$ cat config.mk
export PLATFORM = sky130hd
export DESIGN_NAME = dr_sync_tx
export DESIGN_NICKNAME = d
export VERILOG_FILES = /design/src/rtl/dr_pkg.sv /design/src/rtl/dr_sync.sv /design/src/rtl/dr_sync_tx.sv
export SDC_FILE = /design/constraint.sdc
export NUM_CORES = 1
export LEC_CHECK = 0
export BUFFER_PORTS_ARGS = -buffer_cell sky130_fd_sc_hd__buf_2
export CORE_MARGIN = 4
export CORE_UTILIZATION = 43
export CTS_BUF_LIST = sky130_fd_sc_hd__clkbuf_4
export DETAILED_ROUTE_END_ITERATION = 7
export PLACE_DENSITY = 0.78
export SYNTH_ARGS = -nofsm -noshare
export SYNTH_HDL_FRONTEND = slang
export SYNTH_SLANG_ARGS = --single-unit
$ cat constraint.sdc
create_clock -name clk -period 1.6 [get_ports clk]
set_input_delay 0.16 -clock clk [delete_from_list [all_inputs] [get_ports clk]]
set_output_delay 0.16 -clock clk [all_outputs]
set_load 0.01 [all_outputs]
$ cat src/rtl/dr_pkg.sv
// Shared definitions for the dual-rail transmitter: FSM state type and the
// spacer (all-rails-low) constant helper.
package dr_pkg;

  typedef enum logic [1:0] {
    ST_IDLE   = 2'd0,
    ST_DATA   = 2'd1,
    ST_SPACER = 2'd2
  } dr_tx_state_t;

  localparam int DR_MAX_WIDTH = 4096;

  // Spacer is all-zero on both rails; callers size-cast to their own WIDTH.
  function automatic logic [DR_MAX_WIDTH-1:0] dr_spacer();
    return '0;
  endfunction

endpackage

$ cat src/rtl/dr_sync.sv
// Reset-to-zero flop chain bringing the asynchronous dual-rail acknowledge
// into the clk domain. STAGES must be at least 2.
module dr_sync #(
  parameter int STAGES = 2
) (
  input  logic clk,
  input  logic rst,
  input  logic d_i,
  output logic q_o
);

  logic [STAGES-1:0] sync_q;

  always_ff @(posedge clk) begin
    if (rst) sync_q <= '0;
    else     sync_q <= {sync_q[STAGES-2:0], d_i};
  end

  assign q_o = sync_q[STAGES-1];

endmodule

$ cat src/rtl/dr_sync_tx.sv
// Clocked-to-dual-rail 4-phase RZ transmitter. Optional ack watchdog with a
// sticky timeout_err flag is built when DR_TX_ACK_TIMEOUT_EN is defined.
module dr_sync_tx
  import dr_pkg::*;
#(
  parameter int WIDTH          = 8,
  parameter int SYNC_STAGES    = 2,
  parameter int TIMEOUT_CYCLES = 1024
) (
  input  logic             clk,
  input  logic             rst,
  input  logic             in_valid,
  output logic             in_ready,
  input  logic [WIDTH-1:0] in_data,
  output logic [WIDTH-1:0] tx_t,
  output logic [WIDTH-1:0] tx_f,
  input  logic             tx_ack,
  output logic             busy,
`ifdef DR_TX_ACK_TIMEOUT_EN
  output logic             timeout_err,
`endif
  output dr_tx_state_t     dbg_state_o
);

  localparam logic [WIDTH-1:0] SPACER = WIDTH'(dr_spacer());
  localparam int WARM_W = $clog2(SYNC_STAGES + 1);

  // Handshake: a word moves when in_valid && in_ready are both high at a
  // rising edge; in_valid with in_ready low is ignored and the source holds.
  dr_tx_state_t      state_q, state_d;
  logic [WIDTH-1:0]  tx_t_q, tx_t_d, tx_f_q, tx_f_d;
  logic [WARM_W-1:0] warm_q;
  logic              warm_done;
  logic              ack_s;

  dr_sync #(.STAGES(SYNC_STAGES)) u_ack_sync (
    .clk (clk),
    .rst (rst),
    .d_i (tx_ack),
    .q_o (ack_s)
  );

  // The synchronizer restarts at 0 after reset, so ack_s only reflects the
  // real tx_ack once the chain has refilled; hold off acceptance until then.
  assign warm_done = (warm_q == WARM_W'(SYNC_STAGES));

  always_ff @(posedge clk) begin
    if (rst) begin
      state_q <= ST_IDLE;
      tx_t_q  <= SPACER;
      tx_f_q  <= SPACER;
      warm_q  <= '0;
    end else begin
      state_q <= state_d;
      tx_t_q  <= tx_t_d;
      tx_f_q  <= tx_f_d;
      if (!warm_done) warm_q <= warm_q + 1'b1;
    end
  end

  always_comb begin
    state_d = state_q;
    case (state_q)
      ST_IDLE:   if (in_valid && in_ready) state_d = ST_DATA;
      ST_DATA:   if (ack_s)                state_d = ST_SPACER;
      ST_SPACER: if (!ack_s)               state_d = ST_IDLE;
      default:                             state_d = ST_IDLE;
    endcase
  end

  // Rails are computed from the next state so every rail switches on the
  // same edge straight out of a flop.
  always_comb begin
    in_ready = (state_q == ST_IDLE) && !ack_s && warm_done && !rst;
    busy     = (state_q != ST_IDLE);
    tx_t_d   = tx_t_q;
    tx_f_d   = tx_f_q;
    if (state_d == ST_DATA) begin
      if (state_q != ST_DATA) begin
        tx_t_d = in_data;
        tx_f_d = ~in_data;
      end
    end else begin
      tx_t_d = SPACER;
      tx_f_d = SPACER;
    end
  end

  assign tx_t        = tx_t_q;
  assign tx_f        = tx_f_q;
  assign dbg_state_o = state_q;

`ifdef DR_TX_ACK_TIMEOUT_EN
  localparam int TO_W = $clog2(TIMEOUT_CYCLES + 1);

  logic [TO_W-1:0] to_cnt_q, to_cnt_d;
  logic            to_err_q, to_err_d;

  // Counter holds the number of cycles spent in the current wait state.
  always_comb begin
    to_cnt_d = to_cnt_q;
    to_err_d = to_err_q;
    if (state_d == ST_IDLE)                          to_cnt_d = '0;
    else if (state_d != state_q)                     to_cnt_d = TO_W'(1);
    else if (to_cnt_q != TO_W'(TIMEOUT_CYCLES))      to_cnt_d = to_cnt_q + 1'b1;
    if (state_d != ST_IDLE && to_cnt_d == TO_W'(TIMEOUT_CYCLES)) to_err_d = 1'b1;
  end

  always_ff @(posedge clk) begin
    if (rst) begin
      to_cnt_q <= '0;
      to_err_q <= 1'b0;
    end else begin
      to_cnt_q <= to_cnt_d;
      to_err_q <= to_err_d;
    end
  end

  assign timeout_err = to_err_q;
`endif

endmodule
* Word level (Yosys, flattened, before mapping)
Index checks and enable logic that the tools add are counted.
Word-level totals: logic and storage cells 26, input bits 12, flip-flop bits (word level) 22, output and inout bits 20
Operators by class: multiplexer cells 4, equality and inequality tests 5, $add $sub $neg 1, reductions and logical operators 9, bitwise logic cells 2
Operators with widths (count):
- NOT 8 bit | 1
- 2-to-1 mux 2 bit | 3
- case mux 2 bit (3 select lines) | 1
- equality test 2 x 1 -> 1 bit, second input constant | 2
- equality test 2 bit, second input constant | 2
- logical AND 1 bit | 4
- adder 2 x 1 -> 2 bit, second input constant | 1
- logical NOT 1 bit | 2
- logical NOT 2 bit | 1
- inequality test 2 x 1 -> 1 bit, second input constant | 1
- nonzero test 2 bit | 1
- OR reduction 2 bit | 1
- NOT 1 bit | 1

* Logic depth before layout (Yosys ltp)
word-level depth 10, depth in mapped cells 7

* Cells and area by module
A second synthesis with hierarchy kept.
Unflattened totals: cell total of the unflattened synthesis 86, area, all modules 793.3 sq um
By module, submodules not included:
- dr_sync_tx | cells an instance 82, sequential area each 400.4 sq um, area an instance 740.7 sq um, times used 1
- dr_sync | cells an instance 4, sequential area each 40.0 sq um, area an instance 52.6 sq um, times used 1

* Worst setup path after synthesis
OpenSTA, ideal clock, no wires.
path kind reg2reg, start point register warm_q[0], end point register tx_f_q[5] (netlist: tx_f[5]), cell stages (with the launch flop) 8, data arrival time 1.427 ns, clock period less this slack 1.500 ns, slack 0.100 ns, buffers on the path 2, library setup time 0.072 ns, required time 1.528 ns, path through dfxtp_1 -> inv_1 -> ha_1 -> a21oi_1 -> or4_1 -> buf_6 -> buf_8 -> nor3b_2
On the way: longest elaborated chain between the ends 9
Ends and longest elaborated chain:
- start: declaration | line dr_sync_tx.sv:32 | logic [WARM_W-1:0] warm_q;
- start signal: assignment | line dr_sync_tx.sv:57 | if (!warm_done) warm_q <= warm_q + 1'b1;
- equality test 2 bit | line dr_sync_tx.sv:45 | assign warm_done = (warm_q == WARM_W'(SYNC_STAGES));
- logical AND 1 bit (2 in series) | line dr_sync_tx.sv:74 | in_ready = (state_q == ST_IDLE) && !ack_s && warm_done && !rst;
- logical AND 1 bit | line dr_sync_tx.sv:64 | ST_IDLE: if (in_valid && in_ready) state_d = ST_DATA;
- 2-to-1 mux 2 bit | line dr_sync_tx.sv:64
- case mux 2 bit (3 select lines) | line dr_sync_tx.sv:63 | case (state_q)
- equality test 2 x 1 -> 1 bit | line dr_sync_tx.sv:78 | if (state_d == ST_DATA) begin
- NOT 1 bit (no line)
- OR reduction 2 bit (no line)
- end signal: assignment | line dr_sync_tx.sv:56 | tx_f_q <= tx_f_d;
- end: declaration | line dr_sync_tx.sv:31 | logic [WIDTH-1:0] tx_t_q, tx_t_d, tx_f_q, tx_f_d;
No other way between the ends. A chain may end at the register's enable or synchronous reset.

* Worst setup path in the final report
start point register warm_q[0], end point output in_ready
On the way: longest elaborated chain between the ends 3
Ends and longest elaborated chain:
- equality test 2 bit | line dr_sync_tx.sv:45
- logical AND 1 bit (2 in series) | line dr_sync_tx.sv:74
- end: declaration | line dr_sync_tx.sv:13 | output logic in_ready,
No other way between the ends.

==> reports/metrics.csv <==
stage;metric;value;unit
run_status;status;finished, violations left;
run_status;violations;setup timing;
power_and_ir_drop;pwr-share-comb;28.8;%
route;drt-initial-drc-count;12;
placement;place_inst;141;
global_route;grt_max_degree;18;
global_route;grt.overflow.total;0;
placement;hpwl;1090;um
route;routedWlPerCell;10.3;um
sta;setup_ws;-0.0208;ns
power_and_ir_drop;leakage;0.512;nW
setup_path;rr_startpoint;warm_q[0];
clock_tree;cts_sinks;22;
yosys;yosysSeqAreaShare;55.5;%
power_and_ir_drop;ir_worst_vdd;0.726;mV
sta;rsz0062_at_grt;true;
hold_path;holdPathStages;2;
power_and_ir_drop;p_sw_share;30.2;%
sta;drv_slew;0;
floorplan;die_area;2600;um2
setup_path;r2r_slack;0.15;ns
sta;finalClockSkew;0.00829;ns
placement;gp_congestion;0.699;
floorplan;core;1750;um2
power_and_ir_drop;power_frac_seq;52.0;%
sta;whs;0.0676;ns
hold_path;hold_start;tx_ack;
setup_path;path_max_fanout;4;
setup_path;crit_slowest_cell;dfxtp_2;
setup_path;crit_type;reg -> out;
power_and_ir_drop;finalPower;1.27;mW
yosys;yosys_register_bits;22;
global_route;grt_usage;11.7;%
hold_path;min_to;u_ack_sync.sync_q[0];
final_layout;layout_common_cells;31 x buf_2, 21 x dfxtp_1, 16 x nand2_1;
flow_run;maxCapViolCount;0;
clock_tree;hold_buffers;0;
final_layout;fin_cells;145;
yosys;synth.avg_cell_area;9.22;um2
yosys;syn_area;793;um2
setup_path;arrival;1.46;ns
sta;max_freq;617;MHz
route;num_vias;659;
yosys;syn_inst;86;
final_layout;design_area;1020;um2
power_and_ir_drop;p_clk_share;19.2;%
sta;setup-tns-final;-0.0208;ns
clock_tree;clock_tree.buffer_depth;2;
setup_path;r2r-end;tx_f[3];
final_layout;n_antenna_cell;0;
setup_path;r2r_cells;6;
route;drt_first_pass_iters;4;
floorplan;die_w;51.0;um
hold_path;hold_path_class;in -> reg;
final_layout;utilization;58.5;%
placement;postPlaceCellArea;971;um2
power_and_ir_drop;p_int;0.884;mW
setup_path;path_cells;inv_2 -> ha_4 -> buf_6 -> or2b_1 -> nor4_2 -> buf_2;
power_and_ir_drop;cellPowerDensity;1240;nW/um2
clock_tree;htreeDepth;1;
global_route;grt_pass1_wl;2370;um
floorplan;die_h;51.0;um
sta;hold_violations;0;
setup_path;end_kind;output port;
yosys;yosysWarnings;0;
final_layout;drive_gt1_share;36.7;%
global_route;grt_pass1_vias;602;
setup_path;crit_path_max_incr_delay;0.34;ns
setup_path;crit_required;1.44;ns
clock_tree;clk_pin_slew;0.12;ns
route;drc_errors;0;
placement;port_buffers;31;
sta;slew_headroom;84.6;%
setup_path;startpoint_type;flip-flop;
floorplan;ioPinCount;32;
sta;period_minus_slack;1.62;ns
sta;worstMarginPinSlew;0.230;ns
global_route;antenna_found_initial;0;
floorplan;initial_core_util;45.4;%
floorplan;num_rows;15;
final_layout;syn_to_final_growth;28.7;%
final_layout;final_nets;134;
sta;setup_violations;1;
clock_tree;cts_tree;yes;
clock_tree;cts_buffers;3;
setup_path;critPathLaunch;warm_q[0];
route;via_per_inst;4.54;
yosys;syn_nets;99;
clock_tree;insertion_delay;0.30;ns
route;ant_nets;0;
clock_tree;root_buffer;clkbuf_4;
route;drt_wl_total;1490;um
final_layout;final_common_cell;buf_2;
yosys;synth.distinct_cells;21;
power_and_ir_drop;power_switching;0.383;mW
placement;place_ws;0.157;ns
clock_tree;post_cts_buffers;0;
clock_tree;cts.repair.resized;1;
sta;period_share;101;%
==> layer usage <==
layer / routed length (um) / GRT usage (%) / vias up
met1: 639 / 13.0 / 287
met4: 12 / 5.38 / 0
met3: 137 / 3.79 / 2
met2: 698 / 20.2 / 22
li1: - / - / 348
met5: 0 / 0 / -
==> worst max path at each step <==
| stage | depth (start not counted) | to | slack, ns |
|---|---|---|---|
| 6_report | 6 | in_ready | -0.02 |
| 5_1_grt | 5 | in_ready | -0.13 |
| 3_5_place_dp | 6 | tx_f[7] | 0.16 |
| 2_1_floorplan | 7 | tx_f[5] | 0.10 |
| 4_1_cts | 6 | in_ready | -0.11 |
| 3_3_place_gp | 6 | tx_f[7] | 0.20 |
==> synth_stat cells (all sizes together) <==
cell,number,area [um2]
nand2b,1,6.26
nor2,11,41.3
nand2,16,60.1
or4,1,7.51
nor2b,3,18.8
xnor2,1,8.76
or2,1,6.26
nor4,1,6.26
dfxtp,22,440
buf,4,35.0
nor3b,9,72.6
or2b,1,7.51
ha,1,12.5
clkbuf,1,3.75
xor2,1,8.76
a21oi,10,50.1
inv,2,7.51
==> state kept, by name, indices dropped and copies added (netlist names) <==
name,flops
dbg_state_o,2
u_ack_sync.sync_q,2
tx_f,8
warm_q,2
tx_t,8
==> power by group through the flow <==
stage          Sequential (mW)  Clock [mW]  Combinational (mW)
6_report                 0.659       0.244               0.365
5_1_grt                  0.670       0.287               0.410
4_1_cts                  0.651       0.258               0.331
3_5_place_dp             0.661           0               0.329
3_3_place_gp             0.659           0               0.315
2_1_floorplan            0.676           0               0.211
==> cells by family after synthesis <==
family	share of synthesized area (%)
compound gates	6.31
simple gates	28.6
flops	55.5
buf+inv	5.83
fa+ha+maj	1.58
xor+xnor	2.21
==> critical path: cells and delay by family (launching register included) <==
| family | cells | cell delay [ns] |
|---|---|---|
| buffers and inverters | 3 | 0.33 |
| and+or+nand+nor | 2 | 0.36 |
| DFF | 1 | 0.34 |
| adders and majority gates | 1 | 0.14 |
==> layout make-up <==
cell class	count	area, um2
repair buffers	35	189
multi-input cells	57	325
inverters	2	7.51
clock buffers	3	22.5
flip-flops and latches	22	442
fillers	173	724
clock inverters	1	3.75
well taps	25	31.3
No activity file was read; power rests on OpenSTA's default activity.
